[config.mk]
export PLATFORM = sky130hd
export DESIGN_NAME = unidade_controle
export DESIGN_NICKNAME = d
export VERILOG_FILES = /design/src/rtl/unidade_controle.sv
export SDC_FILE = /design/constraint.sdc
export NUM_CORES = 1
export LEC_CHECK = 0
export ABC_AREA = 1
export CORE_ASPECT_RATIO = 1.2
export CORE_MARGIN = 1.5
export CORE_UTILIZATION = 23
export DETAILED_ROUTE_END_ITERATION = 10
export PLACE_DENSITY = 0.55
export SYNTH_ARGS = -nofsm -noshare
export SYNTH_HDL_FRONTEND = slang
export SYNTH_SLANG_ARGS = --single-unit
[constraint.sdc]
create_clock -name clock -period 1.4 [get_ports clock]
set_clock_uncertainty 0.1 [all_clocks]
set_input_delay 0.42 -clock clock [delete_from_list [all_inputs] [get_ports clock]]
set_output_delay 0.42 -clock clock [all_outputs]
set_load 0.01 [all_outputs]
[src/rtl/unidade_controle.sv]
// unidade_controle: multi-cycle control FSM for the 8-bit ALU datapath.
//   Fetches an instruction byte into IR, decodes it and steps the datapath through
//   BUSCA -> DECODIFICA -> EXECUTA -> MEMORIA -> ESCRITA. HALT parks the FSM in PARADO.
//   ISA: IR[7:5]=op, IR[4:3]=ra, IR[2:1]=rb, IR[0]=halt bit (only meaningful for op 111).
// Ports:
//   clock, reset_n        clock (rising edge), asynchronous active-low reset
//   mem_dado[7:0]         instruction byte, captured in BUSCA when mem_pronto=1
//   mem_pronto            memory access completes in the cycle it is high
//   zero                  ALU zero flag, used by BEQ in EXECUTA
//   sinal_ula[2:0]        ALU operation
//   reg_a, reg_b          register selects (IR[4:3], IR[2:1])
//   mem_le, mem_escreve   memory read / write request (held through the wait)
//   sel_endereco          memory address source: 0=PC, 1=rb
//   pc_escreve, pc_fonte  PC load strobe, PC source (0=PC+1, 1=PC+2)
//   reg_escreve           register file write strobe
//   sel_mem_reg           writeback source: 0=ALU, 1=memory
//   parado                high in PARADO
//   erro_timeout          sticky memory timeout flag
// Build option: define CONTROLE_TIMEOUT_EN to enable the memory wait timeout.
module unidade_controle #(
  parameter int TIMEOUT_CICLOS = 15,
  parameter int LARGURA_CONT   = 4
) (
  input  logic       clock,
  input  logic       reset_n,
  input  logic [7:0] mem_dado,
  input  logic       mem_pronto,
  input  logic       zero,
  output logic [2:0] sinal_ula,
  output logic [1:0] reg_a,
  output logic [1:0] reg_b,
  output logic       mem_le,
  output logic       mem_escreve,
  output logic       sel_endereco,
  output logic       pc_escreve,
  output logic       pc_fonte,
  output logic       reg_escreve,
  output logic       sel_mem_reg,
  output logic       parado,
  output logic       erro_timeout
);

  typedef enum logic [2:0] {
    BUSCA      = 3'd0,
    DECODIFICA = 3'd1,
    EXECUTA    = 3'd2,
    MEMORIA    = 3'd3,
    ESCRITA    = 3'd4,
    PARADO     = 3'd5
  } estado_t;

  localparam logic [2:0] OP_AND = 3'b000;
  localparam logic [2:0] OP_OR  = 3'b001;
  localparam logic [2:0] OP_ADD = 3'b010;
  localparam logic [2:0] OP_SUB = 3'b011;
  localparam logic [2:0] OP_SLT = 3'b100;
  localparam logic [2:0] OP_LW  = 3'b101;
  localparam logic [2:0] OP_SW  = 3'b110;
  localparam logic [2:0] OP_BEQ = 3'b111;

  // The wait counter must be able to represent the timeout limit.
  if (TIMEOUT_CICLOS < 1 || TIMEOUT_CICLOS >= (1 << LARGURA_CONT)) begin : g_cfg_err
    $error("unidade_controle: LARGURA_CONT too small for TIMEOUT_CICLOS");
  end

  estado_t    estado_q, estado_d;
  logic [7:0] ir_q, ir_d;
  logic [2:0] op;
  logic       limite;   // wait limit hit this cycle with no handshake

  assign op = ir_q[7:5];

  always_ff @(posedge clock or negedge reset_n) begin
    if (!reset_n) begin
      estado_q <= BUSCA;
      ir_q     <= 8'h00;
    end else begin
      estado_q <= estado_d;
      ir_q     <= ir_d;
    end
  end

`ifdef CONTROLE_TIMEOUT_EN
  logic [LARGURA_CONT-1:0] cont_q, cont_d;
  logic                    espera;
  logic                    erro_q, erro_d;

  assign espera = ((estado_q == BUSCA) || (estado_q == MEMORIA)) && !mem_pronto;
  // Handshake wins: limite only fires while mem_pronto is still low.
  assign limite = espera && (cont_q == LARGURA_CONT'(TIMEOUT_CICLOS - 1));
  // Counter runs only while parked in a wait state; any state change clears it.
  assign cont_d = (espera && !limite) ? cont_q + 1'b1 : '0;
  assign erro_d = erro_q | limite;

  always_ff @(posedge clock or negedge reset_n) begin
    if (!reset_n) begin
      cont_q <= '0;
      erro_q <= 1'b0;
    end else begin
      cont_q <= cont_d;
      erro_q <= erro_d;
    end
  end

  assign erro_timeout = erro_q;
`else
  assign limite       = 1'b0;
  assign erro_timeout = 1'b0;
`endif

  assign reg_a  = ir_q[4:3];
  assign reg_b  = ir_q[2:1];
  assign parado = (estado_q == PARADO);

  always_comb begin
    estado_d     = estado_q;
    ir_d         = ir_q;
    sinal_ula    = OP_AND;
    mem_le       = 1'b0;
    mem_escreve  = 1'b0;
    sel_endereco = 1'b0;
    pc_escreve   = 1'b0;
    pc_fonte     = 1'b0;
    reg_escreve  = 1'b0;
    sel_mem_reg  = 1'b0;
    unique case (estado_q)
      BUSCA: begin
        mem_le = 1'b1;
        if (mem_pronto) begin
          ir_d       = mem_dado;
          pc_escreve = 1'b1;
          estado_d   = DECODIFICA;
        end else if (limite) begin
          estado_d = PARADO;
        end
      end
      DECODIFICA: begin
        if (op == OP_BEQ && ir_q[0]) estado_d = PARADO;
        else                         estado_d = EXECUTA;
      end
      EXECUTA: begin
        unique case (op)
          OP_AND, OP_OR, OP_ADD, OP_SUB, OP_SLT: begin
            sinal_ula = op;
            estado_d  = ESCRITA;
          end
          OP_LW, OP_SW: begin
            sinal_ula = OP_ADD;
            estado_d  = MEMORIA;
          end
          default: begin  // BEQ: ALU computes ra-rb, zero selects the skip
            sinal_ula  = OP_SUB;
            pc_escreve = zero;
            pc_fonte   = 1'b1;
            estado_d   = BUSCA;
          end
        endcase
      end
      MEMORIA: begin
        sel_endereco = 1'b1;
        if (op == OP_LW) begin
          mem_le      = 1'b1;
          sel_mem_reg = 1'b1;
        end else begin
          mem_escreve = 1'b1;
        end
        if (mem_pronto)  estado_d = (op == OP_LW) ? ESCRITA : BUSCA;
        else if (limite) estado_d = PARADO;
      end
      ESCRITA: begin
        reg_escreve = 1'b1;
        sel_mem_reg = (op == OP_LW);
        estado_d    = BUSCA;
      end
      PARADO: begin
        estado_d = PARADO;
      end
      default: begin
        estado_d = BUSCA;
      end
    endcase
  end

endmodule

### Word-level counts from Yosys, hierarchy flattened

Index checks and enable logic that the tools add are counted.

* eq/ne operators: 14
* multiplexer cells: 20
* reductions and logical operators: 8

Operators by type and width (number)
* $eq 3x3->1 const B: 6
* $mux 3: 5
* $pmux 3 s5: 1
* $eq 3x2->1 const B: 4
* $pmux 3 s2: 2
* $mux 1: 9
* $reduce_or 7->1: 1
* $eq 3x1->1 const B: 2
* $logic_not 3->1: 2
* $pmux 1 s2: 3
* $reduce_or 5->1: 1
* $ne 2x2->1 const B: 2
* $reduce_and 2->1: 2
* $reduce_or 2->1: 1
* $logic_and 1x1->1: 1

* bits in registers: 11
* input bits: 12
* output and inout bits: 16
* word-level logic and storage cells: 44

### Depth between registers and ports, before layout

* depth after elaboration: 4
* depth in mapped cells: 7
* depth with buffers taken out: 7

### Worst setup path before layout

No wires, ideal clock.

* kind: register -> output
* from: register estado_q[2]
* to: output pc_escreve
* data arrival time: 1131 ps
* data required time: 880 ps
* setup slack: -251 ps
* cell stages (with the launch flop): 6
* path buffers: 0
* cell sequence: dfrtp_1 -> nor3_1 -> inv_1 -> nor2_2 -> nand2_1 -> nand2_1

* longest elaborated chain between the ends: 2
* elaborated cells on any way between the ends: 3
* those cells by class: 1 x eq/ne; 1 x mux; 1 x reduce/logical

RTL lines
* start, declared: RTL line 66 `estado_t estado_q, estado_d;`
* start signal, assigned: RTL line 78 `estado_q <= estado_d;`
* $eq 3x2->1 / $logic_not 3->1 (equally long branches): RTL line 126 `unique case (estado_q)`
* $pmux 1 s2 (*): RTL line 126
* end, declared: RTL line 35 `output logic pc_escreve,`

Mark *: on every way between the ends. The rest lies on a longest branch, timed or not.

### Worst setup path in the final report

Ends and elaborated chain as after synthesis.

==> flow_metrics.py <==
metrics = {
    "detailed_routing": {
        "wire_per_inst_um": 9.46,
        "first_iter_violations": 16,
        "viasPerCell": 4.27,
        "route.detailed.drc": 0,
        "routed_wl_um": 1770,
        "dr.pass1.iters": 4,
        "routed-via-count": 798,
        "ant_nets": 0,
    },
    "grt": {
        "grt_max_degree": 12,
        "grt_pass1_vias": 799,
        "antenna_found_initial": 0,
        "grt_pass1_wl_um": 2990,
        "overflow": 0,
        "track_usage_pct": 12.6,
    },
    "synth": {
        "syn_inst": 97,
        "syn_area_sq_um": 667,
        "synth_nets": 109,
        "ys_ff_latch": 11,
        "postSynthAreaPerCell_sq_um": 6.88,
        "ys_seq_area_share_pct": 41.3,
        "ys_warn_count": 0,
        "yosysUniqueCellTypes": 16,
    },
    "timing": {
        "fin_ws_ns": -0.507,
        "fin_crit_ns": 1.91,
        "finalSetupViolCount": 14,
        "period_share_pct": 136,
        "fmax_mhz": 524,
        "rsz0062_at_grt": "yes",
        "finalHoldViolCount": 0,
        "slew_viol_final": 0,
    },
    "final_layout": {
        "layout.cells.non_filler": 187,
        "final_nets": 166,
        "area_growth_pct": 91.6,
        "multiInputGateArea_sq_um": 378,
        "drive_above_1_share_pct": 51.0,
        "layout_common_cells": "buf_4 (24), nand2_1 (23), buf_6 (13)",
        "final_common_cell": "buf_4",
        "n_fill_cell": 310,
        "antenna_cells": 0,
        "seq_area_sq_um": 278,
    },
    "floorplanning": {
        "die_y_um": 62.0,
        "rows": 21,
        "die_x_um": 52.2,
        "ioPinCount": 28,
        "dieArea_sq_mm": 0.00323,
        "core-area_sq_mm": 0.00279,
        "initial_core_util_pct": 23.9,
    },
    "clock_tree": {
        "clk_path_buf_depth": 2,
        "clk_pin_slew_ns": 0.07,
        "cts_hold_buf": 0,
        "htreeDepth": 1,
        "cts_buffers": 3,
        "clockRootBuffer": "clkbuf_4",
        "clock-sinks": 11,
        "cts_tree": "built",
        "worst_skew_pair.late_latency_ns": 0.26,
    },
    "outcome": {
        "status": "finished, violations left",
        "violations": "negative setup slack",
    },
    "power": {
        "p_leak_uw": 0.000681,
        "p_int_uw": 1480,
        "pwr-share-clk_pct": 7.9,
        "vdd_drop_max_mv": 1.10,
        "combPwrFrac_pct": 68.4,
        "switching_share_pct": 42.6,
        "pwr-share-seq_pct": 23.7,
        "p_sw_uw": 1100,
        "power_density_mw_per_mm2": 2020,
    },
    "worst_setup_path": {
        "cp-start-kind": "flop",
        "path_class": "flop to output pin",
        "crit_path_max_fanout": 4,
        "cp.required_ns": 0.88,
        "arrival_ns": 1.39,
        "critPathCaptureType": "output pin",
    },
    "placed_design": {
        "dp_slack_ns": -0.696,
        "gp_congestion": 0.747,
        "port_buffers": 26,
        "hpwlAfterDp_um": 1400,
        "post-place-cells": 173,
    },
    "run": {
        "drv_cap": 0,
    },
    "worst_hold_path": {
        "hold_path_class": "input pin to asynchronous set/reset pin",
    },
}
-- state kept, by name, indices dropped and copies added (netlist names) --
register,count
estado_q,3
ir_q,8
-- cells by family (layout without fill, tap and decap cells) --
logic type             count (synthesis)  count (layout)  synth area share [%]
AND/OR/NAND/NOR                       56              56                  35.8
buffers and inverters                 21              77                  15.9
flip-flops                            11              11                  41.3
AO/OA/AOI/OAI                          8               8                  6.38
other                                  1               1                 0.562
-- what timing repair did --
item | in CTS | in global routing
buffers inserted | 7 | 5
pin swaps | 7 | 8
setup endpoints to repair | 18 | 23
gates resized for setup | 76 | 17
hold endpoints to repair | 0 | 0
-- cells in the mapped netlist (all sizes together) --
cell type  number  area share, %
dfrtp          11             41
nand3          12            9.0
nor3            3            2.3
a21oi           4            3.0
o31ai           1            1.1
buf             7            8.1
conb            1           0.56
nor2           12            7.5
nand2          29             17
inv            14            7.9
o21ai           3            2.3
-- per-layer routing --
layer  global-route usage, %  wire length (um)
met5                       0                 0
met4                    6.59                12
met3                    2.15               108
met2                    25.3               938
met1                    12.2               709
-- area by class of cell --
| class | count | share of cell area [%] |
|---|---|---|
| clock buffers | 4 | 2.06 |
| well taps | 34 | 3.33 |
| flip-flops and latches | 11 | 21.7 |
| repair buffers | 59 | 39.0 |
| inverters | 14 | 4.31 |
| multi-input cells | 65 | 29.6 |
-- through the flow --
stage               TNS, ns  area, sq um  total power (uW)  hold slack [ns]  util (%)
global route          -6.53         1280              2810            0.347      45.9
finish                -4.55         1280              2580            0.344      45.9
CTS                   -4.65         1220              2470            0.341      44.0
detailed placement    -7.46         1130              2130            0.359      40.7
global placement      -6.99         1130              2090            0.362      40.7
floorplan            -0.387          711              1420           0.0244         -
-- power groups by stage --
stage                     registers (uW)  clock network, uW  logic (uW)
after floorplan                      607                  0         808
after global placement               599                  0        1500
after detailed placement             602                  0        1520
after CTS                            606                214        1650
after global routing                 633                242        1930
final                                610                204        1760
-- worst max-delay path: stages, from the launching register on --
cell	delay [ns]
dfrtp_1	0.39
buf_6	0.13
nor3_4	0.20
inv_2	0.10
nor2_4	0.10
nand2_2	0.06
nand2_2	0.06
buf_6	0.09
-- path summary, 6_finish.rpt --
kind	from	depth (start not counted)	endpoint	slack [ns]
hold reg to reg	ir_q[2]$_DFFE_PN0P_	2	ir_q[2]$_DFFE_PN0P_	0.37
max in group asynchronous	reset_n	2	estado_q[0]$_DFFE_PN0P_	0.70
setup reg to reg	estado_q[1]$_DFFE_PN0P_	8	ir_q[5]$_DFFE_PN0P_	-0.02
hold / removal	reset_n	2	ir_q[3]$_DFFE_PN0P_	0.34
min in group clock	ir_q[2]$_DFFE_PN0P_	2	ir_q[2]$_DFFE_PN0P_	0.37
setup / recovery	estado_q[2]$_DFFE_PN0P_	7	pc_escreve	-0.51
No activity file was read; power rests on OpenSTA's default activity.
